$ cat src/rtl/trap_seq_ctrl.sv
// Trap-entry / mret sequencer for the machine-mode CSR path.
// Optional build macro TRAP_VECTORED_EN: vectored interrupt targets when mtvec mode is 01.
module trap_seq_ctrl #(
   parameter int FLUSH_CYCLES = 2
) (
   input  logic        clk,
   input  logic        reset,
   input  logic        exc_valid,
   input  logic [4:0]  exc_cause,
   input  logic [31:0] exc_tval,
   input  logic        irq_pending,
   input  logic [4:0]  irq_cause,
   input  logic        mstatus_mie,
   input  logic        mret_req,
   input  logic [31:0] mepc_adr,
   input  logic [31:0] mepc_q,
   input  logic [31:0] mtvec_q,
   input  logic        pc_redirect_ready,
   output logic        flush_pipe,
   output logic        stall_if,
   output logic        clear_counter,
   output logic        mepc_we,
   output logic [31:0] mepc_wdata,
   output logic        mcause_we,
   output logic [31:0] mcause_wdata,
   output logic        mtval_we,
   output logic [31:0] mtval_wdata,
   output logic        mstatus_trap,
   output logic        mstatus_mret,
   output logic        pc_redirect_valid,
   output logic [31:0] pc_redirect_target,
   output logic        busy
);

   typedef enum logic [2:0] {IDLE, FLUSH, CAPTURE, REDIRECT, MRET} state_t;

   localparam logic [3:0] CNT_LOAD = 4'(FLUSH_CYCLES - 1);

   state_t      state, state_nxt;
   logic [3:0]  cnt;
   logic [4:0]  cause;
   logic [31:0] tval;
   logic        irq_flag;
   logic [31:0] target;
   logic [31:0] trap_vec;

   logic unused_bits;
   assign unused_bits = &{1'b0, mepc_adr[1:0], mepc_q[1:0], mtvec_q[1:0]};

`ifdef TRAP_VECTORED_EN
   always_comb begin
      trap_vec = {mtvec_q[31:2], 2'b00};
      if (mtvec_q[1:0] == 2'b01 && irq_flag)
         trap_vec = trap_vec + {25'b0, cause, 2'b00};
   end
`else
   assign trap_vec = {mtvec_q[31:2], 2'b00};
`endif

   always_ff @(posedge clk) begin
      if (reset) begin
         state    <= IDLE;
         cnt      <= 4'd0;
         cause    <= 5'd0;
         tval     <= 32'd0;
         irq_flag <= 1'b0;
         target   <= 32'd0;
      end else begin
         state <= state_nxt;
         case (state)
            IDLE: begin
               cnt <= CNT_LOAD;
               if (exc_valid) begin
                  cause    <= exc_cause;
                  tval     <= exc_tval;
                  irq_flag <= 1'b0;
               end else if (!mret_req && irq_pending && mstatus_mie) begin
                  cause    <= irq_cause;
                  tval     <= 32'd0;
                  irq_flag <= 1'b1;
               end
            end
            FLUSH:   if (cnt != 4'd0) cnt <= cnt - 4'd1;
            CAPTURE: target <= trap_vec;
            MRET:    target <= {mepc_q[31:2], 2'b00};
            default: ;
         endcase
      end
   end

   always_comb begin
      state_nxt          = state;
      flush_pipe         = 1'b0;
      stall_if           = 1'b0;
      clear_counter      = 1'b0;
      mepc_we            = 1'b0;
      mepc_wdata         = 32'd0;
      mcause_we          = 1'b0;
      mcause_wdata       = 32'd0;
      mtval_we           = 1'b0;
      mtval_wdata        = 32'd0;
      mstatus_trap       = 1'b0;
      mstatus_mret       = 1'b0;
      pc_redirect_valid  = 1'b0;
      pc_redirect_target = 32'd0;
      busy               = (state != IDLE);
      case (state)
         IDLE: begin
            if (exc_valid)                        state_nxt = FLUSH;
            else if (mret_req)                    state_nxt = MRET;
            else if (irq_pending && mstatus_mie)  state_nxt = FLUSH;
         end
         FLUSH: begin
            flush_pipe    = 1'b1;
            stall_if      = 1'b1;
            // counter still holds its load value only on the first flush cycle
            clear_counter = (cnt == CNT_LOAD);
            if (cnt == 4'd0) state_nxt = CAPTURE;
         end
         CAPTURE: begin
            stall_if     = 1'b1;
            mepc_we      = 1'b1;
            mepc_wdata   = {mepc_adr[31:2], 2'b00};
            mcause_we    = 1'b1;
            mcause_wdata = {irq_flag, 26'b0, cause};
            mtval_we     = 1'b1;
            mtval_wdata  = tval;
            mstatus_trap = 1'b1;
            state_nxt    = REDIRECT;
         end
         MRET: begin
            flush_pipe   = 1'b1;
            stall_if     = 1'b1;
            mstatus_mret = 1'b1;
            state_nxt    = REDIRECT;
         end
         REDIRECT: begin
            stall_if           = 1'b1;
            pc_redirect_valid  = 1'b1;
            pc_redirect_target = target;
            if (pc_redirect_ready) state_nxt = IDLE;
         end
         default: state_nxt = IDLE;
      endcase
   end

endmodule

$ cat config.mk
export PLATFORM = sky130hd
export DESIGN_NAME = trap_seq_ctrl
export DESIGN_NICKNAME = d
export VERILOG_FILES = /design/src/rtl/trap_seq_ctrl.sv
export SDC_FILE = /design/constraint.sdc
export NUM_CORES = 1
export LEC_CHECK = 0
export CORE_UTILIZATION = 31
export DETAILED_ROUTE_END_ITERATION = 10
export PLACE_DENSITY = 0.77
export RECOVER_POWER = 100
export SYNTH_ARGS = -nofsm -noshare
export SYNTH_HDL_FRONTEND = slang
export SYNTH_SLANG_ARGS = --single-unit
$ cat constraint.sdc
create_clock -name clk -period 1.8 [get_ports clk]
set_input_delay 0.27 -clock clk [delete_from_list [all_inputs] [get_ports clk]]
set_output_delay 0.27 -clock clk [all_outputs]
set_load 0.005 [all_outputs]
==> results.txt, run 1 <==
Status = complete, but fails checks
Failing checks = negative setup slack
Register area = 1510 um^2
Lkg Pwr = 3.23 nW
Max_cap viols = 0
RSZ-0062 raised after global routing = true
Placed Area = 6450 um^2
CP most frequent cell = buf_6
Fin crit share = 101%
Vias = 4,327
Largest net degree at the start of global routing = 35
Crit Path Category = flop to primary output
Initial antenna violation count = 0
Hold crit path type = primary input to flop
Crit-path max FO = 7
Cts bufs inserted = 9
H-tree depth = 3
Layout area overhead = 77.1%
Inserted Diodes = 0
Gpl congestion = 0.761
Cell row count = 40
Via density = 4.81
Setup WS pre-CTS = 0.00376 ns
Crit path from = state[2]$_SDFFE_PP0P_
Antenna-violating nets left = 0
Layout cell share with drive strength beyond 1 = 26.8%
Post-synthesis sequential area ratio = 38.9%
RR Startpoint = cnt[1]$_SDFFE_PP0P_
Setup violations, final = 2
Final Hold Viols = 0
CP Cell Sequence = and3b_2 > buf_6 > buf_16 > buf_6 > and2_1 > buf_2
Final Hold Slack = 0.401 ns
Syn_area_per_cell = 8.13 um^2
Clock sinks = 75
Arr. time, crit path = 1.55 ns
CP max-delay cell = dfxtp_4
Setup ws final = -0.0199 ns
CP bufs+invs = 4
Number of global-route vias before repair = 4,170
Critical path endpoint category = primary output
Layout Skew = 0.00570 ns
Initial Util = 32.0%
Post-synth EDFFs = 0
FFs w/ async S/R, synth = 0%
Nets = 875
Slowest stage delay, CP = 0.37 ns
Overall global routing resource usage = 21.3%
Min Tclk post-route = 1.82 ns
Routed WL = 14,500 um
First-pass GRT wire length = 21,400 um
Reg clk slew, reported paths = 0.06 ns
Startpoint Class = flop
Die width = 114 um
Synth Instances = 475
Area occupied by multi-input gates = 2100 um^2
CTS tree = yes
CTS Buffer Depth = 2
Core footprint = 12,100 um^2
Hold Startpoint = reset
CP required = 1.53 ns
DRC errors left = 0
Synth cell types = 35
DR pass1 iterations = 5
Worst IR drop on VDD = 0.637 mV
Post-CTS Hold Buffers = 0
Yosys reg bits = 75
Ys Warns = 0
Post-route cell area = 6840 um^2
Tightest Pin Transition = 0.528 ns
Wire per inst = 16.1 um
Die height = 114 um
Die area = 12,900 um^2
Fillers = 1,086
Initial DRC Count = 340
Maximum clock frequency = 549 MHz
Relative slew slack = 64.6%
Final Max Slew Viols = 0
Port Buffer Count = 246
Post-detail-place hpwl = 9570 um
Total Neg Setup Slack = -0.0310 ns
Top delay family on crit path = buffers and inverters
Most used DFF post-synth = dfxtp_1
Power per cell area = 1320 nW/um^2
Total gr overflow = 0
I/O Pins = 283
Root Buffer = clkbuf_16
Synth Cell Area = 3860 um^2
Worst skew pair latency = 0.33 ns
## Yosys cell counts (5+ instances only)
| cell | number | area share [%] |
|---|---|---|
| dfxtp_1 | 75 | 39 |
| nor2_1 | 73 | 7.1 |
| and3_1 | 69 | 11 |
| buf_4 | 41 | 8.0 |
| nor3_1 | 37 | 4.8 |
| clkbuf_1 | 33 | 3.2 |
| a22oi_1 | 32 | 6.2 |
| and2_1 | 31 | 5.0 |
| o22ai_1 | 30 | 4.9 |
| a211oi_1 | 7 | 1.4 |
| inv_1 | 6 | 0.58 |
| buf_2 | 5 | 0.65 |
| mux2i_1 | 5 | 1.3 |
## logic make-up (layout without fill, tap and decap cells)
group	after synthesis	count (layout)	share of synthesized area (%)
XOR/XNOR	5	5	1.13
flip-flops	75	75	38.9
other	1	30	0.0971
buffers and inverters	85	313	12.4
AO/OA/AOI/OAI	76	76	14.0
multiplexers	6	6	1.59
adder cells (fa/ha/maj)	3	3	0.972
AND/OR/NAND/NOR	224	224	30.9
## cell type report
| type | count | share of cell area, % |
|---|---|---|
| clock inverters | 6 | 0.677 |
| repair buffers | 291 | 39.6 |
| inverters | 6 | 0.329 |
| multi-input cells | 344 | 30.8 |
| clock buffers | 10 | 3.49 |
| flip-flops and latches | 75 | 22.1 |
| well taps | 168 | 3.07 |
## per-layer routing
metal,global-route usage [%],up-vias,part of all wire (%)
met1,25.4,2021,41
met3,4.04,18,6.7
met4,6.67,0,1.3
li1,-,2114,-
met2,38.5,174,51
met5,0,-,0
## repair_timing
item | 4_1_cts | 5_1_grt
setup endpoints to repair | 109 | 85
setup buffers | 11 | 6
gates resized for setup | 287 | 147
hold endpoints to repair | 0 | 0
cloned | 9 | 2
pin swaps | 12 | 5
## state kept, by name, summed over array words and instances, names as in the netlist
register,flops
state,3
target,30
tval,32
cnt,4
irq_flag,1
cause,5
## placed cells by master, fill, tap and decap left out, types with 4 or more instances in the layout
cell type and n:
clkdlybuf4s50_1 137, nor2_1 71, dfxtp_1 71, and3_1 56, buf_2 53, clkbuf_2 38
nor3_1 37, a22oi_1 32, o22ai_1 30, conb_1 30, and2_1 27, buf_6 16
and3_4 13, buf_4 12, clkbuf_16 11, buf_12 9, a211oi_1 7, buf_16 6
dlygate4sd2_1 6, mux2i_1 5, and2_4 4, buf_8 4
## power breakdown
part           internal (mW)  switching [mW]
clock network          0.983           0.735
registers               2.18           0.263
logic                   2.49            2.34
total                   5.65            3.34
## path summary, 6_finish.rpt
| path | endpoint | slack (ns) | cells past startpoint |
|---|---|---|---|
| worst max register to register | state[1]$_SDFFE_PP0P_ | 0.01 | 6 |
| worst max-delay path | pc_redirect_target[10] | -0.02 | 6 |
| worst min-delay path | target[20]$_SDFFE_PP0P_ | 0.40 | 2 |
| worst min register to register | target[22]$_SDFFE_PP0P_ | 0.48 | 2 |
## stage by stage
stage                     total power, mW  utilization (%)  std cells
after floorplan                      4.66                -        504
after global placement               6.24             53.5        860
after detailed placement             6.39             53.5        860
after CTS                            8.82             57.3        895
after global routing                 9.57             56.7        900
final                                8.99             56.7        900
No activity file was read; power rests on OpenSTA's default activity.
==> run 2, diff against run 1 <==
CTS_CLUSTER_SIZE = 24   (was default)
==> results of run 2 <==
No change in the layout: final DEF, timing and power equal those of run 1.
==> run 3, diff against run 2 <==
PLACE_DENSITY = default   (was 0.77)
PLACE_DENSITY_LB_ADDON = 0.15   (was default)
==> results.txt, run 3 (same netlist as run 1, synthesis figures left out) <==
I/O Pins = 283
Reg2Reg Depth = 6
Largest net degree at the start of global routing = 63
Die width = 114 um
Antenna-violating nets left = 0
Number of global-route vias before repair = 4,153
Met1 GRT Util = 24.3%
Status = complete, but fails checks
Crit-path max FO = 7
Initial Util = 32.0%
Total gr overflow = 0
Largest register FFs = 32
DRC errors left = 0
Wire per inst = 16.2 um
Met2 Usage GRT = 40.8%
Min Tclk post-route = 1.81 ns
Die area = 12,900 um^2
Arr. time, crit path = 1.54 ns
Placed insts = 857
Most common cell after layout, fill and taps aside = clkdlybuf4s50_1
DR pass1 iterations = 4
Power, Total = 8.56 mW
Reg clk slew, reported paths = 0.06 ns
Fin crit share = 101%
Setup ws final = -0.0114 ns
RSZ-0062 raised after global routing = true
CP required = 1.53 ns
Lkg Pwr = 3.13 nW
Failing checks = negative setup slack
Psw = 3.19 mW
Final Max Slew Viols = 0
Post-CTS Hold Buffers = 0
Routed WL = 14,400 um
Gpl congestion = 0.707
Tightest Pin Transition = 0.596 ns
Initial antenna violation count = 0
Via density = 4.78
Overall global routing resource usage = 21.9%
Combinational Power Share = 52.3%
Critical path endpoint category = primary output
Clock sinks = 75
Clock power frac = 19.3%
Nets = 864
Worst IR drop on VDD = 0.562 mV
Flop pwr share = 28.4%
Post-detail-place hpwl = 9570 um
Relative slew slack = 59.7%
H-tree depth = 3
Max_cap viols = 0
First-pass GRT wire length = 21,800 um
Core footprint = 12,100 um^2
Initial DRC Count = 215
Hold Crit Depth = 2
Non-Filler Instances = 889
Final Hold Viols = 0
Startpoint Class = flop
Maximum clock frequency = 552 MHz
Met3 usage = 5.84%
Inserted Diodes = 0
Layout cell share with drive strength beyond 1 = 21.2%
Layout area overhead = 71.5%
Vias = 4,245
Largest regs = tval: 32 flops, target: 30 flops, cause: 5 flops
Cts bufs inserted = 9
Commonest cells after routing, fill and taps aside = clkdlybuf4s50_1, nor2_1, dfxtp_1, and3_1, buf_2
Switching portion of total power = 37.3%
Power per cell area = 1290 nW/um^2
Cell row count = 40
Internal = 5.36 mW
Largest reg by FF count = tval
CTS tree = yes
Hold crit path type = primary input to flop
Root Buffer = clkbuf_16
Layout Skew = 0.00561 ns
Crit Path Category = flop to primary output
Die height = 114 um
Layer with the highest usage = met2
Worst skew pair latency = 0.33 ns
Port Buffer Count = 246
CTS Buffer Depth = 2
Setup violations, final = 5
[run 3: cell count changes in the layout (fill, tap and decap cells not counted), moves of 4 or more]
cell / previous run / this run
buf_2: 53 / 47
buf_4: 12 / 8
buf_6: 16 / 12
clkbuf_1: 0 / 9
clkbuf_2: 38 / 24
dlygate4sd2_1: 6 / 20
[run 3: final cells by class]
class                           instances  area, um^2
Multi-Input combinational cell        344        2070
Fill cell                            1155        5440
Clock buffer                           12         246
Inverter                                6        22.5
Clock inverter                          4        26.3
Sequential cell                        75        1510
Tap cell                              168         210
Timing Repair Buffer                  280        2540
[run 3: worst paths after layout]
kind,startpoint,slack [ns],to
worst max-delay path,state[0]$_SDFFE_PP0P_,-0.01,mtval_wdata[16]
worst min-delay path,reset,0.36,target[22]$_SDFFE_PP0P_
worst max register to register,cnt[0]$_SDFFE_PP0P_,0.04,state[1]$_SDFFE_PP0P_
worst min register to register,target[3]$_SDFFE_PP0P_,0.48,target[3]$_SDFFE_PP0P_
[run 3: timing repair]
action,CTS,global route
setup endpoints to repair,109,71
setup buffers,13,1
cloned,8,0
resized for setup,355,28
pin swaps,9,4
[run 3: power groups by stage]
stage	clock network, mW	logic, mW	registers, mW
2_1_floorplan	0	2.28	2.38
3_3_place_gp	0	3.83	2.43
3_5_place_dp	0	3.89	2.45
4_1_cts	1.70	4.84	2.43
5_1_grt	1.78	4.92	2.49
6_report	1.65	4.47	2.43
[run 3: worst max-delay path: stages, from the launching register on]
cell	delay, ns
dfxtp_2	0.36
nor2_4	0.04
buf_6	0.12
buf_12	0.13
buf_12	0.13
buf_16	0.13
and3_1	0.17
buf_2	0.12
[run 3: metal layers]
metal | up-vias | wire length, um
met5 | - | 0
li1 | 2091 | -
met4 | 0 | 142
met1 | 1984 | 5680
met2 | 158 | 7640
met3 | 12 | 956
[run 3: metrics by stage]
| stage | setup WS, ns | setup TNS [ns] | instance area [um^2] | utilization (%) | hold slack, ns |
|---|---|---|---|---|---|
| floorplan | 0.124 | 0 | 3970 | - | 0.418 |
| global placement | 0.0322 | 0 | 6410 | 53.2 | 0.472 |
| detailed placement | -0.0106 | -0.0106 | 6410 | 53.2 | 0.476 |
| CTS | -0.0375 | -0.256 | 6890 | 57.1 | 0.342 |
| global route | -0.0662 | -1.64 | 6620 | 54.9 | 0.361 |
| finish | -0.0114 | -0.0348 | 6620 | 54.9 | 0.357 |
